File: src/rtl/mult_sequencer.sv
`default_nettype none
// ============================================================================
// Module      : mult_sequencer
// Description : Multi-cycle control unit for the radix-4 Booth multiplier
//               datapath. Captures and holds the operands of a multiply
//               request, strobes the datapath through one load cycle and
//               ITERS iteration cycles, then registers the low product word
//               and a signed-overflow flag and pulses data_resultRDY.
//               A zero operand (FAST_ZERO=1) skips the datapath entirely.
//
// Ports       : clock              - rising-edge clock
//               reset_n            - asynchronous active-low reset
//               ctrl_MULT          - request strobe, operands sampled with it
//               data_operandA/B    - multiplicand / multiplier (signed)
//               booth_product      - full product from the datapath
//               booth_load/step    - datapath load / iteration strobes
//               booth_multiplicand - held operand A
//               booth_multiplier   - held operand B
//               busy               - high while an operation is in flight
//               data_result        - registered product[W-1:0]
//               data_exception     - registered signed-overflow flag
//               data_resultRDY     - one-cycle completion pulse
// Revision    : 1.0 - initial release
// ============================================================================
module mult_sequencer #(
  parameter int ITERS     = 16,
  parameter bit FAST_ZERO = 1'b1
) (
  input  logic                 clock,
  input  logic                 reset_n,
  input  logic                 ctrl_MULT,
  input  logic [2*ITERS-1:0]   data_operandA,
  input  logic [2*ITERS-1:0]   data_operandB,
  input  logic [4*ITERS-1:0]   booth_product,
  output logic                 booth_load,
  output logic                 booth_step,
  output logic [2*ITERS-1:0]   booth_multiplicand,
  output logic [2*ITERS-1:0]   booth_multiplier,
  output logic                 busy,
  output logic [2*ITERS-1:0]   data_result,
  output logic                 data_exception,
  output logic                 data_resultRDY
);

  localparam int c_W  = 2 * ITERS;
  localparam int c_CW = (ITERS > 1) ? $clog2(ITERS) : 1;
  localparam logic [c_CW-1:0] c_LAST = c_CW'(ITERS - 1);

  typedef enum logic [1:0] {
    S_IDLE = 2'd0,
    S_LOAD = 2'd1,
    S_RUN  = 2'd2,
    S_DONE = 2'd3
  } state_t;

  state_t          r_state;
  logic [c_CW-1:0] r_cnt;
  logic            r_zero;
  logic            r_load;
  logic            r_step;
  logic            r_busy;
  logic            r_rdy;
  logic            r_exc;
  logic [c_W-1:0]  r_mcand;
  logic [c_W-1:0]  r_mplier;
  logic [c_W-1:0]  r_result;

  logic            w_zero_op;
  logic            w_ovf;

  assign w_zero_op = FAST_ZERO && ((data_operandA == '0) || (data_operandB == '0));

  // The product fits in c_W signed bits only when the upper half is a pure
  // sign extension of bit c_W-1.
  assign w_ovf = (booth_product[2*c_W-1:c_W] != {c_W{booth_product[c_W-1]}});

  always_ff @(posedge clock or negedge reset_n) begin
    if (!reset_n) begin
      r_state  <= S_IDLE;
      r_cnt    <= '0;
      r_zero   <= 1'b0;
      r_load   <= 1'b0;
      r_step   <= 1'b0;
      r_busy   <= 1'b0;
      r_rdy    <= 1'b0;
      r_exc    <= 1'b0;
      r_mcand  <= '0;
      r_mplier <= '0;
      r_result <= '0;
    end else begin
      // Strobes are asserted only for the state being entered.
      r_load <= 1'b0;
      r_rdy  <= 1'b0;

      if (ctrl_MULT) begin
        // A request in any state (re)starts the sequence; an operation in
        // flight is simply dropped without touching the result registers.
        r_mcand  <= data_operandA;
        r_mplier <= data_operandB;
        r_busy   <= 1'b1;
        r_step   <= 1'b0;
        r_zero   <= w_zero_op;
        if (w_zero_op) begin
          r_state <= S_DONE;
        end else begin
          r_state <= S_LOAD;
          r_load  <= 1'b1;
        end
      end else begin
        case (r_state)
          S_LOAD: begin
            r_cnt   <= '0;
            r_step  <= 1'b1;
            r_state <= S_RUN;
          end
          S_RUN: begin
            r_cnt <= r_cnt + 1'b1;
            if (r_cnt == c_LAST) begin
              r_step  <= 1'b0;
              r_state <= S_DONE;
            end
          end
          S_DONE: begin
            r_result <= r_zero ? '0 : booth_product[c_W-1:0];
            r_exc    <= r_zero ? 1'b0 : w_ovf;
            r_rdy    <= 1'b1;
            r_busy   <= 1'b0;
            r_state  <= S_IDLE;
          end
          default: begin
            r_state <= S_IDLE;
          end
        endcase
      end
    end
  end

  assign booth_load         = r_load;
  assign booth_step         = r_step;
  assign booth_multiplicand = r_mcand;
  assign booth_multiplier   = r_mplier;
  assign busy               = r_busy;
  assign data_result        = r_result;
  assign data_exception     = r_exc;
  assign data_resultRDY     = r_rdy;

endmodule
`default_nettype wire

File: config.mk
export PLATFORM = sky130hd
export DESIGN_NAME = mult_sequencer
export DESIGN_NICKNAME = d
export VERILOG_FILES = /design/src/rtl/mult_sequencer.sv
export SDC_FILE = /design/constraint.sdc
export NUM_CORES = 1
export LEC_CHECK = 0
export ABC_CLOCK_PERIOD_IN_PS = 3020
export CORE_AREA = 2 2 99 101
export DETAILED_ROUTE_END_ITERATION = 10
export DIE_AREA = 0 0 101 103
export DONT_BUFFER_PORTS = 1
export GPL_TIMING_DRIVEN = 0
export MAX_ROUTING_LAYER = met4
export PLACE_DENSITY = 0.7
export SYNTH_ARGS = -nofsm -noshare
export SYNTH_HDL_FRONTEND = slang
export SYNTH_SLANG_ARGS = --single-unit
File: constraint.sdc
create_clock -name clock -period 3.02 [get_ports clock]
set_input_delay 0.302 -clock clock [delete_from_list [all_inputs] [get_ports clock]]
set_output_delay 0.302 -clock clock [all_outputs]
set_load 0.01 [all_outputs]
# == Yosys cells after proc, flatten, opt, wreduce, memory -nomap -nowiden ==
# Cells that the tools add are included.
# word_totals
ff_bits,108
out_inout_bits,101
word_cells,44
# classes
n_addsub,1
n_eq_ne,6
muxes,16
n_bitwise,1
reduce_logical,9
# ops
operator,count
zero test 32 bit,2
two-way mux 32 bit,1
inequality test 32 bit,1
two-way mux 1 bit,9
case mux 4 bit (2 select lines),1
two-way mux 2 bit,3
AND reduction 2 bit,3
adder 4 x 1 -> 4 bit (second input constant),1
equality test 2 bit (second input constant),2
equality test 4 bit (second input constant),1
case mux 2 bit (2 select lines),1
nonzero test 2 bit,2
inequality test 3 bit (second input constant),1
nonzero test 3 bit,1
equality test 2 x 1 -> 1 bit (second input constant),1
case mux 1 bit (2 select lines),1
logical OR 1 bit,1
NOT 1 bit,1

# == Depth between registers and ports, before layout ==
# logic_depth
word_depth,4
depth_mapped,6
depth_no_buf,6

# == Worst setup path before layout ==
# No wires, ideal clock.
# synth_timing
kind,input-to-reg
start,input port booth_product[58]
end,"register r_exc, in the netlist data_exception"
setup_time_ns,0.132
t_arrival_ns,1.436
setup_slack_ns,1.452
stages,5
n_path_buf,0
cell_sequence,or4_1 nor4_1 a41oi_1 nor4_1 o31ai_1
# synth_between
elab_chain_len,2
# synth_rtl
item,line_no,text
"start, declared",34,"input logic [4*ITERS-1:0] booth_product,"
inequality test 32 bit,75,assign w_ovf = (booth_product[2*c_W-1:c_W] != {c_W{booth_product[c_W-1]}});
two-way mux 1 bit,125,r_exc <= r_zero ? 1'b0 : w_ovf;
"end signal, assigned",125,
"end, declared",63,logic r_exc;
# No other way between the ends.
# A chain may end at the register's enable or synchronous reset.

# == Worst setup path in the final report ==
# layout_timing
start,register r_state[0]
end,"register r_exc, in the netlist data_exception"
# layout_between
elab_chain_len,2
# layout_rtl
item,line_no,text
"start, declared",56,state_t r_state;
"start signal, assigned",79,r_state <= S_IDLE;
"start signal, assigned",104,r_state <= S_DONE;
"start signal, assigned",106,r_state <= S_LOAD;
equality test 2 bit,110,case (r_state)
AND reduction 2 bit (no line),--,
# No other way between the ends.

==> run summary <==
Sw Ratio: 29.0%
CP endpoint kind: flop
post-synthesis cell type count: 29
effective utilization at floorplan: 48.1%
antenna cells: 0
TritonCTS clock tree: yes
Worst Setup Path Type: flop to flop
delay-heaviest family, CP: buffers and inverters
clk slew on worst S/H paths: 0.10 ns
Crit-path slowest cell: clkbuf_1
cell mode on critical path: clkbuf_1
area share of xor/xnor cells in the synthesized design: 0%
f_max: 0.529 GHz
vias in the first global route: 2958
DRT iter0 DRCs: 73
boundary pin count: 232
yosys warns: 0
design area: 4930 µm²
Reg area: 2700 µm²
CP Launch Type: flop
drt drc: 0
nets@finish: 532
DP HPWL: 7860 µm
P_int: 0.00219 W
Worst EP arrival: 2.16 ns
worst path cell trace: ha_1 > nand2b_1 > clkbuf_1 > clkbuf_1 > nand2_1 > o31ai_1
compound-gate portion of the synthesized area: 6.16%
WP buf/inv: 2
Pleak: 2.10 nW
Rows: 36
Synth Flop Type: dfrtp_1
Tcrit/Tclk final: 62.6%
relative slew slack: 62.7%
worst-path fanout max: 10
global-route wire length before repair: 15400 µm
fraction of layout cells with a size suffix above 1: 6.23%
fill cell count: 853
Simple-Gate Fraction of Synth Area: 15.3%
sequential fraction of the synthesis area: 59.4%
clock share of power: 28.9%
Synth Instances: 384
clock sink count: 108
Via density: 5.77
CP max stage delay: 0.42 ns
Worst-Skew Late Latency: 0.36 ns
Required @ worst endpoint: 3.29 ns
Clock Tree Root: clkbuf_8
Routed Wire Length: 10400 µm
drt pass-1 iters: 4
Cell Count, Final, Fillers Out: 515
Max VDD drop: 0.314 mV
Area after DPL: 4700 µm²
# H-tree levels: 3
fin crit period: 1.89 ns
Max Slew Vio Count: 0
Final Hold Vio Count: 0
Hold Crit Class: input pin to flop
Gate power share: 10.1%
pwr dens: 627 nW/µm²
Slew @ Worst Pin: 0.560 ns
mux contribution to synthesized area: 15.8%
Setup Fix Bufs, Post-CTS: 0
cts hold-fix bufs: 2
die footprint: 10400 µm²
total track usage: 20.2%
max-cap violations: 0
unrepaired setup endpoints after global routing: no
wire length per cell: 20.2 µm
# setup viols final: 0
# resized after CTS: 0
GP Congestion: 0.807
CTS max path bufs: 2
Core ar.: 9460 µm²
status: finished, final reports clean
port buffer count: 0
largest net degree at the start of global routing: 109
commonest non-fill, non-tap cell in the layout: dfrtp_1
Sw Pwr: 0.000898 W
Placed Cells: 498
Post-synth EDFFs: 0
syn nets: 519
main combinational cell family by area after synthesis: multiplexers
clock skew: 0.0106 ns
sequential group share of total power: 61.0%
Final ANT Viol Nets: 0
highest-count cells in the layout ignoring fill and taps: dfrtp_1 (108), mux2_1 (64), nand2_1 (43)
Syn Area/Cell: 11.9 µm²
Synth Area in Adders: 1.10%
area grow syn2layout: 8.30%
Mapped Area: 4550 µm²
area of the multi-input gates: 1750 µm²
share of synthesized registers carrying an async set or reset: 100%
Synth Register Bits: 108
Num CTS Buffers: 9
TNS Setup: 0 ns
die height: 103 µm
antenna violations before repair: 0
routed via count: 2973
GRT overflow: 0
width of the die: 101 µm
## per-stage QoR
step	setup WS [ns]	utilization, %	total power (W)	hold slack (ns)
floorplan	1.45	-	0.00210	0.00641
global placement	1.19	49.6	0.00218	0.00849
detailed placement	1.15	49.6	0.00220	0.00850
CTS	1.13	52.1	0.00312	0.0470
global route	0.978	52.1	0.00325	0.0444
finish	1.13	52.1	0.00309	0.0633
## logic make-up (layout without fill, tap and decap cells)
family                     after synthesis  count (layout)
AOI/OAI and AO/OA                       48              48
adders and majority gates                4               4
and+or+nand+nor                        136             136
DFF                                    108             108
muxes                                   64              64
buffers and inverters                   24              41
## worst register-to-register path, cell delays in order, from the launching register on
cell	delay [ns]
dfrtp_1	0.41
ha_1	0.22
nand2b_1	0.14
clkbuf_1	0.40
clkbuf_1	0.42
nand2_1	0.12
o31ai_1	0.09
## metal layers
| layer | wire [µm] | share of wire (%) | up-vias | global-route usage, % |
|---|---|---|---|---|
| met2 | 4990 | 48 | 170 | 32.7 |
| li1 | - | - | 1366 | - |
| met3 | 1170 | 11 | 13 | 6.98 |
| met1 | 4110 | 40 | 1424 | 23.7 |
| met5 | 0 | 0 | - | - |
| met4 | 142 | 1.4 | 0 | 6.96 |
## synthesized netlist by cell type, types with 2 or more instances
cell type / count / area, µm²
dfrtp_1: 108 / 2700
mux2_1: 64 / 721
nand2_1: 43 / 161
o21ai_1: 36 / 180
nand2b_1: 33 / 206
nor4_1: 21 / 131
nor2_1: 13 / 48.8
clkbuf_1: 12 / 45.0
nand4_1: 8 / 50.1
nand3_1: 7 / 35.0
nor3_1: 7 / 35.0
buf_2: 6 / 30.0
ha_1: 4 / 50.1
a21o_1: 3 / 22.5
inv_1: 3 / 11.3
a21oi_1: 2 / 10.0
a31oi_1: 2 / 12.5
## path summary, 6_finish.rpt
kind,startpoint,to,slack (ns),depth (start not counted)
setup reg to reg,r_state[0]$_DFFE_PN0P_,data_exception$_DFFE_PN0P_,1.13,6
hold reg to reg,r_cnt[0]$_DFFE_PN0P_,r_cnt[0]$_DFFE_PN0P_,0.51,1
min in group asynchronous,reset_n,booth_multiplicand[10]$_DFFE_PN0P_,0.53,2
max in group asynchronous,reset_n,r_zero$_DFFE_PN0P_,2.07,2
setup / recovery,r_state[0]$_DFFE_PN0P_,data_exception$_DFFE_PN0P_,1.13,6
hold / removal,data_operandB[7],booth_multiplier[7]$_DFFE_PN0P_,0.06,1
## final cells by class
type	instances	share of cell area (%)
flip-flops and latches	108	54.8
well taps	114	2.89
clock buffers	10	2.79
inverters	4	0.304
plain buffers	20	1.83
repair buffers	2	0.761
multi-input cells	252	35.4
clock inverters	5	1.22
## power groups by stage
stage          Combinational, W  Sequential (W)  Clock (W)
2_1_floorplan          0.000235         0.00187          0
3_3_place_gp           0.000267         0.00191          0
3_5_place_dp           0.000284         0.00192          0
4_1_cts                0.000319         0.00189   0.000915
5_1_grt                0.000365         0.00192   0.000967
6_report               0.000312         0.00189   0.000893
## sequential cells by signal, summed over array words and instances (netlist names)
register / cells
r_zero: 1
data_exception: 1
busy: 1
booth_multiplier: 32
r_cnt: 4
booth_step: 1
booth_load: 1
data_resultRDY: 1
data_result: 32
r_state: 2
booth_multiplicand: 32
Power figures use the tool's default switching activity.
